`src/rtl/arbiter_pkg.sv`:
```
// Shared definitions for the PE bus arbiter: FSM state encoding and the
// default array sizing used by both the arbiter and the top-level PE array.
// No logic; types and constants only.
package arbiter_pkg;

    // Default array sizing, shared with the PE array top level.
    localparam int DEFAULT_N_PE     = 4;
    localparam int DEFAULT_MAX_HOLD = 16;

    // Arbiter FSM states. The encoding is fixed so that debug tools and the
    // PE array can decode the state register directly.
    typedef enum logic [1:0] {
        ST_IDLE    = 2'd0,
        ST_GRANT   = 2'd1,
        ST_RELEASE = 2'd2
    } arb_state_t;

endpackage

```
`src/rtl/rr_priority_picker.sv`:
```
// Round-robin priority picker: finds the first set request bit at or above
// `start`, wrapping from N_PE-1 to 0. Purely combinational.
// Ports: request (N_PE) and start (IDW) in; winner (IDW) and any out.
module rr_priority_picker
    import arbiter_pkg::*;
#(
    parameter int N_PE = DEFAULT_N_PE,
    parameter int IDW  = $clog2(N_PE)
) (
    input  logic [N_PE-1:0] request,
    input  logic [IDW-1:0]  start,
    output logic [IDW-1:0]  winner,
    output logic            any
);

    localparam logic [IDW:0] N_PE_W = (IDW+1)'(N_PE);

    logic [2*N_PE-1:0] dbl;
    logic [N_PE-1:0]   rot;
    logic [IDW-1:0]    off;
    logic [IDW:0]      sum;

    // Rotate the request vector so bit j holds request[(start+j) mod N_PE];
    // the winner is then the lowest set bit, offset back by `start`.
    assign dbl = {request, request} >> start;
    assign rot = dbl[N_PE-1:0];
    assign any = |rot;

    always_comb begin
        off = '0;
        // Scan from the top down so the lowest set offset is written last.
        for (int i = N_PE - 1; i >= 0; i--) begin
            if (rot[i]) begin
                off = IDW'(i);
            end
        end
    end

    always_comb begin
        sum = {1'b0, start} + {1'b0, off};
        if (sum >= N_PE_W) begin
            sum = sum - N_PE_W;
        end
    end

    assign winner = sum[IDW-1:0];

endmodule

```
`src/rtl/bus_arbiter.sv`:
```
// Round-robin owner of the shared PE bus with a one-cycle turnaround gap
// between owners and a bounded hold time when other PEs are waiting.
// Ports: clk, reset (sync, active-high), bus_request in; grant, grant_id,
// bus_busy, preempt out (all registered).
module bus_arbiter
    import arbiter_pkg::*;
#(
    parameter int N_PE     = DEFAULT_N_PE,
    parameter int MAX_HOLD = DEFAULT_MAX_HOLD,
    parameter int IDW      = $clog2(N_PE)
) (
    input  logic            clk,
    input  logic            reset,
    input  logic [N_PE-1:0] bus_request,
    output logic [N_PE-1:0] grant,
    output logic [IDW-1:0]  grant_id,
    output logic            bus_busy,
    output logic            preempt
);

    localparam int           HCW       = (MAX_HOLD > 2) ? $clog2(MAX_HOLD) : 1;
    localparam logic [HCW-1:0] HOLD_LAST = HCW'(MAX_HOLD - 1);
    localparam logic [IDW:0] N_PE_W    = (IDW+1)'(N_PE);

    arb_state_t      state, state_nxt;
    logic [IDW-1:0]  ptr, ptr_nxt;
    logic [IDW-1:0]  owner, owner_nxt;
    logic [HCW-1:0]  hold_cnt, hold_nxt;
    logic            preempt_nxt;

    logic [IDW:0]    owner_p1;
    logic [IDW-1:0]  owner_inc;
    logic [N_PE-1:0] owner_oh;
    logic            others_waiting;
    logic [IDW-1:0]  pick_start;
    logic [IDW-1:0]  pick_winner;
    logic            pick_any;

    // (owner + 1) mod N_PE; N_PE need not be a power of two.
    assign owner_p1  = {1'b0, owner} + (IDW+1)'(1);
    assign owner_inc = (owner_p1 == N_PE_W) ? '0 : owner_p1[IDW-1:0];

    assign owner_oh       = N_PE'(1) << owner;
    assign others_waiting = |(bus_request & ~owner_oh);

    // The RELEASE cycle arbitrates with the pointer value it is about to
    // commit, so the outgoing owner is already at lowest priority.
    assign pick_start = (state == ST_RELEASE) ? owner_inc : ptr;

    rr_priority_picker #(
        .N_PE (N_PE),
        .IDW  (IDW)
    ) u_picker (
        .request (bus_request),
        .start   (pick_start),
        .winner  (pick_winner),
        .any     (pick_any)
    );

    always_comb begin
        state_nxt   = state;
        ptr_nxt     = ptr;
        owner_nxt   = owner;
        hold_nxt    = hold_cnt;
        preempt_nxt = 1'b0;
        case (state)
            ST_IDLE: begin
                if (pick_any) begin
                    state_nxt = ST_GRANT;
                    owner_nxt = pick_winner;
                    hold_nxt  = '0;
                end
            end
            ST_GRANT: begin
                if (hold_cnt != HOLD_LAST) begin
                    hold_nxt = hold_cnt + HCW'(1);
                end
                // A voluntary release wins over a simultaneous timeout, so
                // preempt only fires when the owner still wants the bus.
                if (!bus_request[owner]) begin
                    state_nxt = ST_RELEASE;
                end else if (hold_cnt == HOLD_LAST && others_waiting) begin
                    state_nxt   = ST_RELEASE;
                    preempt_nxt = 1'b1;
                end
            end
            ST_RELEASE: begin
                ptr_nxt = owner_inc;
                if (pick_any) begin
                    state_nxt = ST_GRANT;
                    owner_nxt = pick_winner;
                    hold_nxt  = '0;
                end else begin
                    state_nxt = ST_IDLE;
                end
            end
            default: begin
                state_nxt = ST_IDLE;
            end
        endcase
    end

    always_ff @(posedge clk) begin
        if (reset) begin
            state    <= ST_IDLE;
            ptr      <= '0;
            owner    <= '0;
            hold_cnt <= '0;
            grant    <= '0;
            grant_id <= '0;
            bus_busy <= 1'b0;
            preempt  <= 1'b0;
        end else begin
            state    <= state_nxt;
            ptr      <= ptr_nxt;
            owner    <= owner_nxt;
            hold_cnt <= hold_nxt;
            // Outputs are registered copies of the decode of the next state,
            // so they always match the state/owner registers.
            grant    <= (state_nxt == ST_GRANT) ? (N_PE'(1) << owner_nxt) : '0;
            grant_id <= owner_nxt;
            bus_busy <= (state_nxt == ST_GRANT);
            preempt  <= preempt_nxt;
        end
    end

endmodule

```
`config.mk`:
```
export PLATFORM = sky130hd
export DESIGN_NAME = bus_arbiter
export DESIGN_NICKNAME = d
export VERILOG_FILES = /design/src/rtl/arbiter_pkg.sv /design/src/rtl/rr_priority_picker.sv /design/src/rtl/bus_arbiter.sv
export SDC_FILE = /design/constraint.sdc
export NUM_CORES = 1
export LEC_CHECK = 0
export ABC_AREA = 1
export BUFFER_PORTS_ARGS = -buffer_cell sky130_fd_sc_hd__clkbuf_2
export CELL_PAD_IN_SITES_DETAIL_PLACEMENT = 1
export CELL_PAD_IN_SITES_GLOBAL_PLACEMENT = 1
export CORE_UTILIZATION = 39
export DETAILED_ROUTE_END_ITERATION = 6
export PLACE_DENSITY = 0.87
export SYNTH_ARGS = -nofsm -noshare
export SYNTH_HDL_FRONTEND = slang
export SYNTH_HIERARCHICAL = 1
export SYNTH_SLANG_ARGS = --single-unit
export TNS_END_PERCENT = 5
```
`constraint.sdc`:
```
create_clock -name clk -period 3.6 [get_ports clk]
set_clock_uncertainty 0.2 [all_clocks]
set_input_delay 0.72 -clock clk [delete_from_list [all_inputs] [get_ports clk]]
set_output_delay 0.72 -clock clk [all_outputs]
set_load 0.02 [all_outputs]
```
* After elaboration in Yosys (flattened, before gate mapping) *
Cells that the tools add are included.

cells by class
  add/sub/neg operators = 4
  magnitude comparators = 2
  eq/ne operators = 8
  shift-type cells = 3
  multiplexer cells = 20
  bitwise logic cells = 5
  reduce and logical (&&, ||, !) cells = 9

operator list
  kind                 number
  $mux 2               12
  $mux 4               2
  $pmux 4 s2           1
  $reduce_or 4->1      2
  $shl 1x2->4 const A  2
  $shr 8x2->4          1
  $pmux 2 s3           1
  $add 4x1->4 const B  1
  $and 4x4->4          1
  $eq 2x1->1 const B   2
  $eq 4x4->1 const B   1
  $ne 4x4->1 const B   1
  $not 4->4            1
  $reduce_or 2->1      2
  $add 2x1->3 const B  1
  $add 2x2->3          1
  $eq 3x3->1 const B   1
  $ge 3x3->1 const B   1
  $lt 2x3->1 const B   1
  $mux 1               3
  $not 1->1            3
  $reduce_and 3->1     1
  $reduce_or 3->1      1
  $bmux 1 s2           1
  7 further kinds      7

storage, ports and cells
  register bits after elaboration = 16
  bits of input ports = 6
  output and inout bits = 8
  word-level logic and storage cells = 58

* Longest topological paths before layout *
  word-level depth = 15
  gate-level depth with buffers = 20

* Cells and area by module *
The synthesis kept the hierarchy.

modules (own cells, without submodules)
  module              times used  cells each  area an instance (um^2)
  bus_arbiter         1           99          773.2
  rr_priority_picker  1           35          165.2

* Least setup slack after synthesis *
No wires, ideal clock.

  path type = reg-to-reg
  start = register owner[1]
  end = register grant[3]
  setup time = 0.123 ns
  arrival = 2.551 ns
  required time = 3.277 ns
  path slack = 0.725 ns
  cell stages (with the launch flop) = 19
  buffers on the path = 0
  clock period less this slack = 2.875 ns
  path through = dfxtp_1 inv_1 ha_1 o21ai_0 inv_1 inv_2 nand3_1 nand2_2 nand3_1 a21boi_1 ha_1 xor2_1 inv_1 nand3_1 nand2_1 o21ai_1 inv_1 nand3_2 nor2_1

between the ends
  word-level cells in the longest chain between the ends = 15
  elaborated cells between the ends (all ways) = 32

ends and longest elaborated chain
  what                                              RTL line                                            text
  from (decl)                                       bus_arbiter.sv:27                                   logic [IDW-1:0] owner, owner_nxt;
  from (signal assigned)                            bus_arbiter.sv:116                                  owner <= owner_nxt;
  $add 2x1->3 *                                     bus_arbiter.sv:40                                   assign owner_p1 = {1'b0, owner} + (IDW+1)'(1);
  $eq 3x3->1                                        bus_arbiter.sv:41                                   assign owner_inc = (owner_p1 == N_PE_W) ? '0 : owner_p1[IDW-1:0];
  $mux 2 *                                          bus_arbiter.sv:41
  $mux 2 *                                          -
  net pick_start[1]                                 bus_arbiter.sv:35                                   logic [IDW-1:0] pick_start;
  $shr 8x2->4                                       rr_priority_picker.sv:25                            assign dbl = {request, request} >> start;
  $mux 2 (4 in a row)                               rr_priority_picker.sv:33                            if (rot[i]) begin
  $add 2x2->3 *                                     rr_priority_picker.sv:40                            sum = {1'b0, start} + {1'b0, off};
  $ge 3x3->1 / $sub 2x1->2 (equally long branches)  rr_priority_picker.sv:41, rr_priority_picker.sv:42
  $mux 2 *                                          rr_priority_picker.sv:41                            if (sum >= N_PE_W) begin
  net pick_winner[1]                                bus_arbiter.sv:36                                   logic [IDW-1:0] pick_winner;
  $mux 2 *                                          bus_arbiter.sv:68, bus_arbiter.sv:89
  $mux 2 *                                          -
  $shl 1x2->4 *                                     bus_arbiter.sv:120                                  grant <= (state_nxt == ST_GRANT) ? (N_PE'(1) << owner_nxt) : '0;
  to (signal assigned)                              bus_arbiter.sv:120
  to (decl)                                         bus_arbiter.sv:15                                   output logic [N_PE-1:0] grant,

Mark *: on every way through the listed nets, which the timed path passes. The rest lies on a longest branch. The select of a mux whose other input is x is not followed.
A chain may end at the register's enable or synchronous reset.

* Final worst setup path *
  start = register owner[0]
  end = register grant[3]

The elaborated chain is that of the path after synthesis.

==> results.json <==
{
  "fin_nets": 163,
  "final.setup.tns_ns": 0,
  "grt_util_all_layers_pct": 19.8,
  "finalMaxSlewViolations": 0,
  "gp_congestion": 0.863,
  "rows": 17,
  "ys_warn_count": 6,
  "cp.arrival_ns": 3.17,
  "worstPathMaxFanout": 6,
  "crit_chain": "inv_2 > ha_1 > o21ai_0 > inv_1 > inv_2 > nand3_1 > nand2_2 > nand3_1 > a21boi_1 > ha_1 > xor2_1 > inv_1 > nand3_1 > nand2_1 > o21ai_1 > inv_1 > nand3_2 > nor2_1",
  "clkPwrFrac_pct": 15.9,
  "core_um2": 2230,
  "dp_hpwl_um": 1930,
  "port_buffers": 13,
  "fp.dieW_um": 51.1,
  "ant_nets": 0,
  "grt_first_pass_wirelength_um": 3790,
  "final_cells": 178,
  "avgSynthCellArea_um2": 7.00,
  "cts_max_path_buffers": 2,
  "finalCriticalPeriod_ns": 3.19,
  "drive_gt1_share_pct": 24.7,
  "yosysMostFrequentCell": "nand2_1",
  "setup_viol_count_final": 0,
  "end_kind": "flip-flop",
  "slew_headroom_pct": 81.1,
  "clk_pin_slew_worst_paths_ns": 0.10,
  "die-area_um2": 2610,
  "initial_utilization_pct": 42.0,
  "cts_setup_buffers": 0,
  "fmax_ghz": 0.314,
  "seqPwrFrac_pct": 32.4,
  "finalHoldViolCount": 0,
  "ys_seq_area_share_pct": 34.1,
  "grt_max_degree": 11,
  "p_sw_uw": 357,
  "vias": 895,
  "netlist.area_leader.share_pct": 34.1,
  "io_pins": 14,
  "viasPerCell": 5.03,
  "grt_pass1_vias": 912,
  "crit_family": "compound AO/OA/AOI/OAI gates",
  "wl_per_cell_um": 12.9,
  "cap_viol_max_count": 0,
  "cts_buffers": 3,
  "cp-start-kind": "flip-flop",
  "worst_path_max_delay_cell": "dfxtp_1",
  "synth_area_leaders": "dfxtp_1, nand2_1, ha_1",
  "critPathKind": "flip-flop to flip-flop",
  "overflow": 0,
  "p_per_area_nw_per_um2": 708,
  "comb_power_share_pct": 51.7,
  "ir_worst_vdd_mv": 0.376,
  "worstMarginPinSlew_ns": 0.282,
  "path_buf_inv": 5,
  "cellInternalPower_uw": 400,
  "die_h_um": 51.1,
  "async_reset_ff_share_pct": 0,
  "cts_hold_buf": 0,
  "synthCells": 134,
  "critPathMaxStageDelay_ns": 0.47,
  "cts_resized": 0,
  "firstDrtPassIters": 4,
  "finalCritPeriodShare_pct": 88.6,
  "synth_edf_count": 0,
  "root_buffer": "clkbuf_4",
  "power_switching_share_pct": 47.2,
  "clkLatencyLatePin_ns": 0.29,
  "synthFlopType": "dfxtp_1",
  "yosys.area.top_type": "dfxtp_1",
  "cts_tree": "built",
  "fillCellCount": 314,
  "htree_levels": 1,
  "yosysUniqueCellTypes": 23,
  "rsz0062_at_grt": "false",
  "syn_to_final_growth_pct": 14.0,
  "routed_wl_um": 2310,
  "critPathRequiredTime_ns": 3.58,
  "cts_sinks": 16,
  "power.leakage_uw": 0.000553,
  "min_path_type": "flip-flop to flip-flop",
  "dp.cells": 174,
  "yosys-top-cells-count": "nand2_1, dfxtp_1, nand3_1",
  "outcome": "complete, no violations",
  "drc": 0,
  "synth.cell_area_um2": 938,
  "synth_nets": 146,
  "regToRegSetupSlack_ns": 0.41,
  "synth_seq_cells": 16,
  "n_antenna_cell": 0,
  "drtIter0Drc": 5,
  "antenna_found_initial": 0
}
==> final cells by class <==
type	instances	area, um^2	share of cell area [%]
Multi-Input combinational cell	98	542	50.6
Sequential cell	16	320	29.9
Inverter	19	71.3	6.67
Timing Repair Buffer	13	65.1	6.08
Clock buffer	4	36.3	3.39
Tap cell	28	35.0	3.27
==> worst reg2reg max path: stages (launching register included) <==
cell      delay (ns)
dfxtp_1         0.47
inv_2           0.12
ha_1            0.31
o21ai_0         0.22
inv_1           0.17
inv_2           0.12
nand3_1         0.10
nand2_2         0.09
nand3_1         0.07
a21boi_1        0.15
ha_1            0.18
xor2_1          0.21
inv_1           0.06
nand3_1         0.08
nand2_1         0.07
o21ai_1         0.26
inv_1           0.09
nand3_2         0.09
nor2_1          0.04
==> power by group through the flow <==
stage	Sequential, uW	Clock, uW	Combinational [uW]
final	245	120	392
after global routing	250	129	441
after CTS	246	124	399
after detailed placement	250	0	396
after global placement	247	0	371
after floorplan	279	0	258
==> worst paths after layout <==
kind | from | endpoint | cells past startpoint
max | owner[0] | grant[3] | 18
min | hold_cnt[0] | hold_cnt[0] | 1
max reg2reg | owner[0] | grant[3] | 18
min reg2reg | hold_cnt[0] | hold_cnt[0] | 1
==> per-layer routing <==
layer  wire (um)  vias up  share of wire, %  track usage (%)
met5           0        -                 0                0
li1            -      457                 -                -
met2        1260        9                55             39.9
met3          48        5               2.1             1.79
met1         959      424                42             20.7
met4          33        0               1.4             6.94
==> cells in the final DEF (no fill, tap or decap) <==
cell,netlist,final
a21boi_1,1,1
a21oi_1,7,7
and3_1,2,2
clkbuf_2,0,13
clkbuf_4,0,3
clkbuf_8,0,1
dfxtp_1,16,16
ha_1,6,6
inv_1,13,13
inv_2,6,6
nand2_1,36,36
nand2_2,4,4
nand2_4,1,1
nand3_1,14,14
nand3_2,4,4
nor2_1,10,10
nor2_2,2,2
nor3_1,1,1
nor3_2,1,1
nor4_1,1,1
o21ai_0,3,3
o21ai_1,2,2
o21bai_4,1,1
or2_2,1,1
xor2_1,1,1
==> sequential cells by signal (all words and copies together), names as in the netlist <==
| signal | count |
|---|---|
| preempt | 1 |
| ptr | 2 |
| grant | 4 |
| hold_cnt | 4 |
| bus_busy | 1 |
| state | 2 |
| owner | 2 |
==> through the flow <==
step / instance area (um^2) / util (%) / setup slack (ns) / hold WS (ns) / power, uW
finish: 1070 / 47.9 / 0.411 / 0.288 / 757
global route: 1070 / 47.9 / 0.0284 / 0.320 / 821
CTS: 1070 / 47.9 / 0.387 / 0.293 / 768
detailed placement: 1030 / 46.3 / 0.424 / 0.279 / 646
global placement: 1030 / 46.3 / 0.582 / 0.258 / 618
floorplan: 938 / - / 0.725 / 0.242 / 538
==> cells by family after synthesis <==
family | synth area share [%]
buffers and inverters | 8.13
AND/OR/NAND/NOR | 39.6
XOR/XNOR | 0.934
adder cells (fa/ha/maj) | 8.00
flip-flops | 34.1
AO/OA/AOI/OAI | 9.20
(Power assumes the default switching activity.)
